### config.mk
export PLATFORM = sky130hd
export DESIGN_NAME = mips_cpu_avalon_master
export DESIGN_NICKNAME = d
export VERILOG_FILES = /design/src/rtl/mips_cpu_mem_pkg.sv /design/src/rtl/mips_cpu_mem_lane.sv /design/src/rtl/mips_cpu_avalon_master.sv
export SDC_FILE = /design/constraint.sdc
export NUM_CORES = 1
export LEC_CHECK = 0
export CAP_MARGIN = 40
export CORE_ASPECT_RATIO = 1.4
export CORE_MARGIN = 1
export CORE_UTILIZATION = 51
export CTS_BUF_LIST = sky130_fd_sc_hd__clkbuf_4
export DETAILED_ROUTE_END_ITERATION = 6
export PLACE_DENSITY = 0.88
export SYNTH_ARGS = -nofsm -noshare
export SYNTH_HDL_FRONTEND = slang
export SYNTH_HIERARCHICAL = 1
export SYNTH_SLANG_ARGS = --single-unit
export TNS_END_PERCENT = 20
### constraint.sdc
create_clock -name clk -period 5.51 [get_ports clk]
set_clock_uncertainty 0.15 [all_clocks]
set_input_delay 1.3775 -clock clk [delete_from_list [all_inputs] [get_ports clk]]
set_output_delay 1.3775 -clock clk [all_outputs]
set_load 0.03 [all_outputs]
### src/rtl/mips_cpu_mem_pkg.sv
// rtl/mips_cpu_mem_pkg.sv - shared types for the MIPS CPU Avalon master bridge
package mips_cpu_mem_pkg;

  typedef enum logic [1:0] {
    SZ_BYTE = 2'b00,
    SZ_HALF = 2'b01,
    SZ_WORD = 2'b10,
    SZ_RSVD = 2'b11
  } size_e;

  typedef enum logic [1:0] {
    ERR_OK       = 2'b00,
    ERR_MISALIGN = 2'b01,
    ERR_TIMEOUT  = 2'b10
  } err_e;

  typedef enum logic [1:0] {
    ST_IDLE = 2'b00,
    ST_BUS  = 2'b01,
    ST_ERR  = 2'b10
  } state_e;

  // The reserved size has no legal alignment, so it always takes the error path.
  function automatic logic is_misaligned(input size_e size, input logic [1:0] off);
    case (size)
      SZ_BYTE: is_misaligned = 1'b0;
      SZ_HALF: is_misaligned = off[0];
      SZ_WORD: is_misaligned = |off;
      default: is_misaligned = 1'b1;
    endcase
  endfunction

endpackage

### src/rtl/mips_cpu_mem_lane.sv
// rtl/mips_cpu_mem_lane.sv - little-endian lane steering for stores and loads
module mips_cpu_mem_lane
  import mips_cpu_mem_pkg::*;
(
  input  size_e       size,
  input  logic [1:0]  off,
  input  logic        sign_ext,
  input  logic [31:0] wdata,
  input  logic [31:0] readdata,
  output logic [3:0]  byteenable,
  output logic [31:0] writedata,
  output logic [31:0] load_data
);

  logic [31:0] shifted;

  assign shifted = readdata >> {off, 3'b000};

  always_comb begin
    byteenable = 4'b0000;
    writedata  = wdata;
    load_data  = readdata;
    case (size)
      SZ_BYTE: begin
        byteenable = 4'b0001 << off;
        writedata  = {4{wdata[7:0]}};
        load_data  = {{24{sign_ext & shifted[7]}}, shifted[7:0]};
      end
      SZ_HALF: begin
        byteenable = off[1] ? 4'b1100 : 4'b0011;
        writedata  = {2{wdata[15:0]}};
        load_data  = {{16{sign_ext & shifted[15]}}, shifted[15:0]};
      end
      SZ_WORD: begin
        byteenable = 4'b1111;
      end
      default: begin
        byteenable = 4'b0000;
      end
    endcase
  end

endmodule

### src/rtl/mips_cpu_avalon_master.sv
// rtl/mips_cpu_avalon_master.sv - single-transfer Avalon-MM master for the MIPS datapath
module mips_cpu_avalon_master
  import mips_cpu_mem_pkg::*;
#(
  parameter int TIMEOUT_CYCLES = 64
) (
  input  logic        clk,
  input  logic        rst_n,
  input  logic        req,
  output logic        req_ready,
  input  logic        req_write,
  input  logic [1:0]  req_size,
  input  logic        req_signed,
  input  logic [31:0] req_addr,
  input  logic [31:0] req_wdata,
  output logic        done,
  output logic [1:0]  err,
  output logic [31:0] rdata,
  output logic [31:0] address,
  output logic [3:0]  byteenable,
  output logic        read,
  output logic        write,
  output logic [31:0] writedata,
  input  logic        waitrequest,
  input  logic [31:0] readdata
);

  localparam int CW = $clog2(TIMEOUT_CYCLES + 1);

  state_e          state, state_next;
  size_e           size_q;
  logic            signed_q;
  logic [1:0]      off_q;
  logic [CW-1:0]   stall_cnt;
  logic            accept, misalign, stall_last;
  size_e           lane_size;
  logic [1:0]      lane_off;
  logic            lane_sign;
  logic [3:0]      lane_be;
  logic [31:0]     lane_wdata, lane_rdata;

  assign req_ready  = (state == ST_IDLE);
  assign accept     = req && req_ready;
  assign misalign   = is_misaligned(size_e'(req_size), req_addr[1:0]);
  assign stall_last = (stall_cnt == CW'(TIMEOUT_CYCLES - 1));

  // One lane instance: fed from the request while idle (store setup), from latched fields during BUS (load return).
  assign lane_size = req_ready ? size_e'(req_size) : size_q;
  assign lane_off  = req_ready ? req_addr[1:0] : off_q;
  assign lane_sign = req_ready ? req_signed : signed_q;

  mips_cpu_mem_lane u_lane (
    .size       (lane_size),
    .off        (lane_off),
    .sign_ext   (lane_sign),
    .wdata      (req_wdata),
    .readdata   (readdata),
    .byteenable (lane_be),
    .writedata  (lane_wdata),
    .load_data  (lane_rdata)
  );

  always_comb begin
    state_next = state;
    case (state)
      ST_IDLE: if (accept) state_next = misalign ? ST_ERR : ST_BUS;
      ST_BUS:  if (!waitrequest || stall_last) state_next = ST_IDLE;
      ST_ERR:  state_next = ST_IDLE;
      default: state_next = ST_IDLE;
    endcase
  end

  always_ff @(posedge clk or negedge rst_n) begin
    if (!rst_n) begin
      state      <= ST_IDLE;
      size_q     <= SZ_BYTE;
      signed_q   <= 1'b0;
      off_q      <= 2'b00;
      stall_cnt  <= '0;
      done       <= 1'b0;
      err        <= ERR_OK;
      rdata      <= '0;
      address    <= '0;
      byteenable <= '0;
      read       <= 1'b0;
      write      <= 1'b0;
      writedata  <= '0;
    end else begin
      state <= state_next;
      done  <= 1'b0;
      case (state)
        ST_IDLE: begin
          if (accept) begin
            size_q    <= size_e'(req_size);
            signed_q  <= req_signed;
            off_q     <= req_addr[1:0];
            stall_cnt <= '0;
            if (!misalign) begin
              address    <= {req_addr[31:2], 2'b00};
              byteenable <= lane_be;
              writedata  <= lane_wdata;
              read       <= !req_write;
              write      <= req_write;
            end
          end
        end
        ST_BUS: begin
          if (!waitrequest) begin
            read  <= 1'b0;
            write <= 1'b0;
            done  <= 1'b1;
            err   <= ERR_OK;
            if (read) rdata <= lane_rdata;
          end else if (stall_last) begin
            read  <= 1'b0;
            write <= 1'b0;
            done  <= 1'b1;
            err   <= ERR_TIMEOUT;
          end else begin
            stall_cnt <= stall_cnt + CW'(1);
          end
        end
        ST_ERR: begin
          done <= 1'b1;
          err  <= ERR_MISALIGN;
        end
        default: ;
      endcase
    end
  end

endmodule

**Word level (Yosys, flattened, before mapping)**

Index checks and enable logic that the tools add are counted.

- Register bits: 117
- Bits in latches: 0
- Bits in writable memories: 0
- Bits in read-only memories: 0
- Input bits: 104
- Output and inout bits: 106
- Word-level logic and storage cells: 80
- Memories: 0

- Add/sub/neg operators: 1
- $mul: 0
- Divide/modulo/power cells: 0
- Magnitude comparators: 0
- Equal/unequal tests: 13
- Shift operators: 2
- Mux-type cells: 30
- Bitwise operators: 4
- Reduce and logical (&&, ||, !) cells: 17

Operators with widths:

| operator | count |
|---|---|
| one-hot mux 32 bit (2 select lines) | 2 |
| right shift 32 x 5 -> 16 bit | 1 |
| 2-to-1 mux 7 bit | 3 |
| 2-to-1 mux 2 bit | 7 |
| one-hot mux 7 bit (2 select lines) | 1 |
| one-hot mux 4 bit (3 select lines) | 1 |
| 2-to-1 mux 1 bit | 9 |
| inequality test 2 bit (second input constant) | 4 |
| one-hot mux 2 bit (2 select lines) | 2 |
| AND reduction 4 bit | 2 |
| adder 7 x 1 -> 7 bit (second input constant) | 1 |
| == test 7 x 6 -> 1 bit (second input constant) | 1 |
| == test 2 x 1 -> 1 bit (second input constant) | 3 |
| == test 2 bit (second input constant) | 3 |
| zero test 2 bit | 3 |
| one-hot mux 1 bit (2 select lines) | 3 |
| AND reduction 2 bit | 3 |
| AND reduction 3 bit | 2 |
| 2-to-1 mux 4 bit | 1 |
| nonzero test 2 bit | 2 |
| << shifter 1 x 2 -> 4 bit (first input constant) | 1 |
| inequality test 3 bit (second input constant) | 1 |
| one-hot mux 1 bit (3 select lines) | 1 |
| bitwise AND 1 bit | 2 |
| other kinds (6) | 8 |

**Longest topological paths before layout**

- Depth after elaboration: 5
- Mapped depth: 11
- Gate-level depth less buffers: 8

**By module**

Netlist, hierarchy kept.

By module, submodules not included:

| module | times used | cells an instance | area an instance (µm²) | sequential area each (µm²) |
|---|---|---|---|---|
| mips_cpu_avalon_master | 1 | 313 | 4869.7 | 2927.8 |
| mips_cpu_mem_lane | 1 | 203 | 1307.5 | 0.0 |

**Worst setup path after synthesis**

No wires, ideal clock.

- Path type: input port to flip-flop
- From: in req_addr[0]
- To: reg rdata[15]
- Library setup time: 0.125 ns
- Arrival time: 2.753 ns
- Data required time: 5.235 ns
- Path slack: 2.482 ns
- Cell stages on the path: 7
- Buffers on the path: 1
- Path through: mux2_2 > buf_6 > mux2i_1 > and3b_1 > nor3_4 > a21oi_1 > mux2_2

- Cells in the longest elaborated chain, start to end: 4

Ends and longest elaborated chain:

| what | RTL line | source |
|---|---|---|
| start: declaration | mips_cpu_avalon_master.sv:14 | `input logic [31:0] req_addr,` |
| 2-to-1 mux 2 bit * | mips_cpu_avalon_master.sv:49 | `assign lane_off = req_ready ? req_addr[1:0] : off_q;` |
| right shift 32 x 5 -> 16 bit * | mips_cpu_mem_lane.sv:17 | `assign shifted = readdata >> {off, 3'b000};` |
| bitwise AND 1 bit | mips_cpu_mem_lane.sv:27 | `load_data = {{24{sign_ext & shifted[7]}}, shifted[7:0]};` |
| one-hot mux 32 bit (2 select lines) * | mips_cpu_mem_lane.sv:23 | `case (size)` |
| net lane_rdata[15] | mips_cpu_avalon_master.sv:40 | `logic [31:0] lane_wdata, lane_rdata;` |
| end signal: assignment | mips_cpu_avalon_master.sv:113 | `if (read) rdata <= lane_rdata;` |
| end: declaration | mips_cpu_avalon_master.sv:18 | `output logic [31:0] rdata,` |

Mark *: on every way through the listed nets, which the timed path passes. The rest lies on a longest branch.
A chain may end at the register's enable or synchronous reset.

**Worst setup path in the final report**

- From: reg state[0]
- To: out req_ready

- Cells in the longest elaborated chain, start to end: 1

Ends and longest elaborated chain:

| what | RTL line | source |
|---|---|---|
| start: declaration | mips_cpu_avalon_master.sv:30 | `state_e state, state_next;` |
| start signal: assignment | mips_cpu_avalon_master.sv:89 | `state <= state_next;` |
| zero test 2 bit | mips_cpu_avalon_master.sv:42 | `assign req_ready = (state == ST_IDLE);` |
| end: declaration | mips_cpu_avalon_master.sv:10 | `output logic req_ready,` |

Every way passes these cells.

==> metrics.md <==
| Metric | Value |
|---|---|
| Antenna Nets Post-Route | `0` |
| Fmax | `roughly 0.27 GHz` |
| Simple-gate share of the synthesized area | `0.0952` |
| Ys Warns | `6` |
| Slowest Stage Delay on Critical Path | `0.77 ns` |
| Min Hold Slack | `about 0.36 ns` |
| WP data required | `3.98 ns` |
| Post-synth top cells | `117 x dfrtp_1, 99 x mux2_2, 61 x nand2_1` |
| Routability cong. | `between 0.8 and 0.9` |
| Hold Vio Cnt, Final | `0` |
| Switching Share | `0.431` |
| Initial antenna violation count | `1` |
| PwrDens | `about 620 mW/mm²` |
| Drt total wl | `16.1 mm` |
| CTS tree | `yes` |
| Global-route wire length before repair | `25.8 mm` |
| FFs w/ async S/R, synth | `1.00` |
| Gates resized, CTS repair | `0` |
| Number of global-route vias before repair | `between 5000 and 6000` |
| Core Footprint | `roughly 0.012 mm²` |
| WL/cell | `18.5 µm` |
| Row count | `between 40 and 50` |
| Largest family of logic cells by synthesized area | `multiplexers` |
| Final worst-path cycle share | `0.684` |
| Drt first pass iters | `5` |
| Residual DRC | `0` |
| Max Cap Viol | `0` |
| Syn Area/Cell | `12.0 µm²` |
| Setup bufs post-CTS | `0` |
| DP HPWL | `about 12 mm` |
| Final Max Tran Viols | `0` |
| GRT Total Usage | `0.268` |
| Die height | `around 130 µm` |
| Clk slew on worst S/H paths | `0.11 ns` |
| Synth Area in Compound Gates | `0.0816` |
| Area leader, netlist | `dfrtp_1` |
| Worst-Skew Late Latency | `about 0.5 ns` |
| Cell area after synthesis | `between 0.006 and 0.007 mm²` |
| Root Buffer | `clkbuf_4` |
| Comb pwr share | `0.595` |
| Cts bufs inserted | `17` |
| Clock period minus worst slack | `about 3.8 ns` |
| Seq/Total Area, Yosys | `0.474` |
| Area grow syn2layout | `37.6%` |
| Post-synthesis register bit count | `roughly 120` |
| Count leader, synth | `dfrtp_1` |
| Type of the worst setup path | `reg -> out` |
| I/O Buffers | `~210` |
| Cell Chain, Critical Path | `inv_1, ha_1, clkdlybuf4s50_1` |
| Die Wd | `between 90 and 100 µm` |
| Nets | `817` |
| H-tree levels | `4` |
| Worst-margin pin slew | `about 0.9 ns` |
| Gr ovfl total | `0` |
| Outcome | `finished, final reports clean` |
| Ranking of synthesized cells by area | `dfrtp_1 47%, mux2_2 18%, mux2_4 7.0%, nand2_1 3.7%, mux2i_1 3.6%` |
| P_leak | `approximately 3.7 nW` |
| Sequential share of power | `0.281` |
| Initial Util | `0.523` |
| CP startpoint kind | `flop` |
| Max FO, Critical Path | `12` |
| Hold_buf cts | `0` |
| Via density | `~5.5` |
| Mux contribution to synthesized area | `0.289` |
| Unrepaired setup endpoints after global routing | `false` |
| DR vias | `roughly 4800` |
| Layout cells sized above 1 | `0.241` |
| Finished Core Util | `0.719` |
| XOR/XNOR share of the synthesized area | `0` |
| Die area | `roughly 0.013 mm²` |
| Clk buf depth | `2` |
| P_int | `between 3 and 4 mW` |
| Buf+Inv Stages, Crit Path | `2` |
| Slew HR | `0.396` |
| Sw power | `approximately 2.3 mW` |
| Library cells used by synthesis | `53` |
| CP top delay family | `buffers and inverters` |
| TNS Setup | `0 ns` |
| Adder-cell share of the synthesized area | `0.00810` |
| Critical path's slowest cell | `clkdlybuf4s50_1` |
| Worst Path Arrival | `2.24 ns` |
| Top_reg_cell synth | `dfrtp_1` |
| Clk network pwr share | `0.123` |
| Final setup violation count | `0` |
| Synthesized instance count | `roughly 520` |
| # clock sinks | `117` |
| Number of synthesized flops with an enable pin | `0` |
| Hold Crit Class | `reg -> reg` |
| Largest net degree at the start of global routing | `between 60 and 70` |
| Total I/O pin count | `210` |
| CP Capture Type | `output pin` |
| Share of the synthesized area in the top cell type | `0.474` |
| Number of DRC markers in iteration 0 | `approximately 210` |
| VDD IR max | `~0.38 mV` |
[per-stage QoR]
stage	cell area (µm²)	cells	setup WS, ns	total power [mW]
2_1_floorplan	6180	517	2.48	3.53
3_3_place_gp	8180	836	1.50	4.54
3_5_place_dp	8200	837	1.36	4.65
4_1_cts	8500	869	1.67	5.32
5_1_grt	8500	870	1.60	5.58
6_report	8500	870	1.74	5.28
[metal layers]
metal	vias to the layer above	GRT usage	part of all wire	wire, µm
li1	2210	-	-	-
met1	2333	0.311	0.39	6220
met2	201	0.453	0.52	8340
met3	49	0.0577	0.058	929
met4	0	0.142	0.036	580
met5	-	0	0	0
[final timing paths]
kind	from	slack [ns]	end	cells past startpoint
worst max-delay path	state[0]	1.74	req_ready	3
worst min register to register	write	0.36	write	1
max in group asynchronous	rst_n	3.80	rdata[15]	2
worst min-delay path	write	0.36	write	1
min in group asynchronous	rst_n	0.86	rdata[18]	2
worst max register to register	state[0]	2.21	rdata[15]	8
[layout by cell type, fill, tap and decap left out, drive strengths merged, types with 9 or more instances in the layout]
master	count
clkbuf	18
nor2b	11
a21oi	25
o21ai	21
nor2	14
clkdlybuf4s50	206
nand2	61
dfrtp	117
mux2	128
inv	9
mux2i	23
[flip-flops by register name (all words and copies together), names as in the netlist]
signal / flops
read: 1
signed_q: 1
stall_cnt: 7
size_q: 2
off_q: 2
err: 2
byteenable: 4
rdata: 32
address: 30
done: 1
write: 1
writedata: 32
state: 2
[logic make-up after synthesis]
logic type,Yosys count
muxes,151
DFF,117
other,1
buffers and inverters,48
AOI/OAI and AO/OA,79
and+or+nand+nor,116
adders and majority gates,4
[final cells by class]
cell class	instances	area, µm²
sequential	117	2930
antenna	1	2.50
clock inverter	14	160
timing repair buffer	213	2130
tap	147	184
inverter	8	30.0
multi-input combinational	352	2930
fill	820	3320
clock buffer	18	135
[power by group through the flow]
stage | Sequential [mW] | Clock [mW] | Combinational, mW
after floorplan | 2.20 | 0 | 1.33
after global placement | 1.47 | 0 | 3.07
after detailed placement | 1.50 | 0 | 3.15
after CTS | 1.49 | 0.672 | 3.16
after global routing | 1.54 | 0.703 | 3.34
final | 1.48 | 0.652 | 3.14
Power figures use the tool's default switching activity.
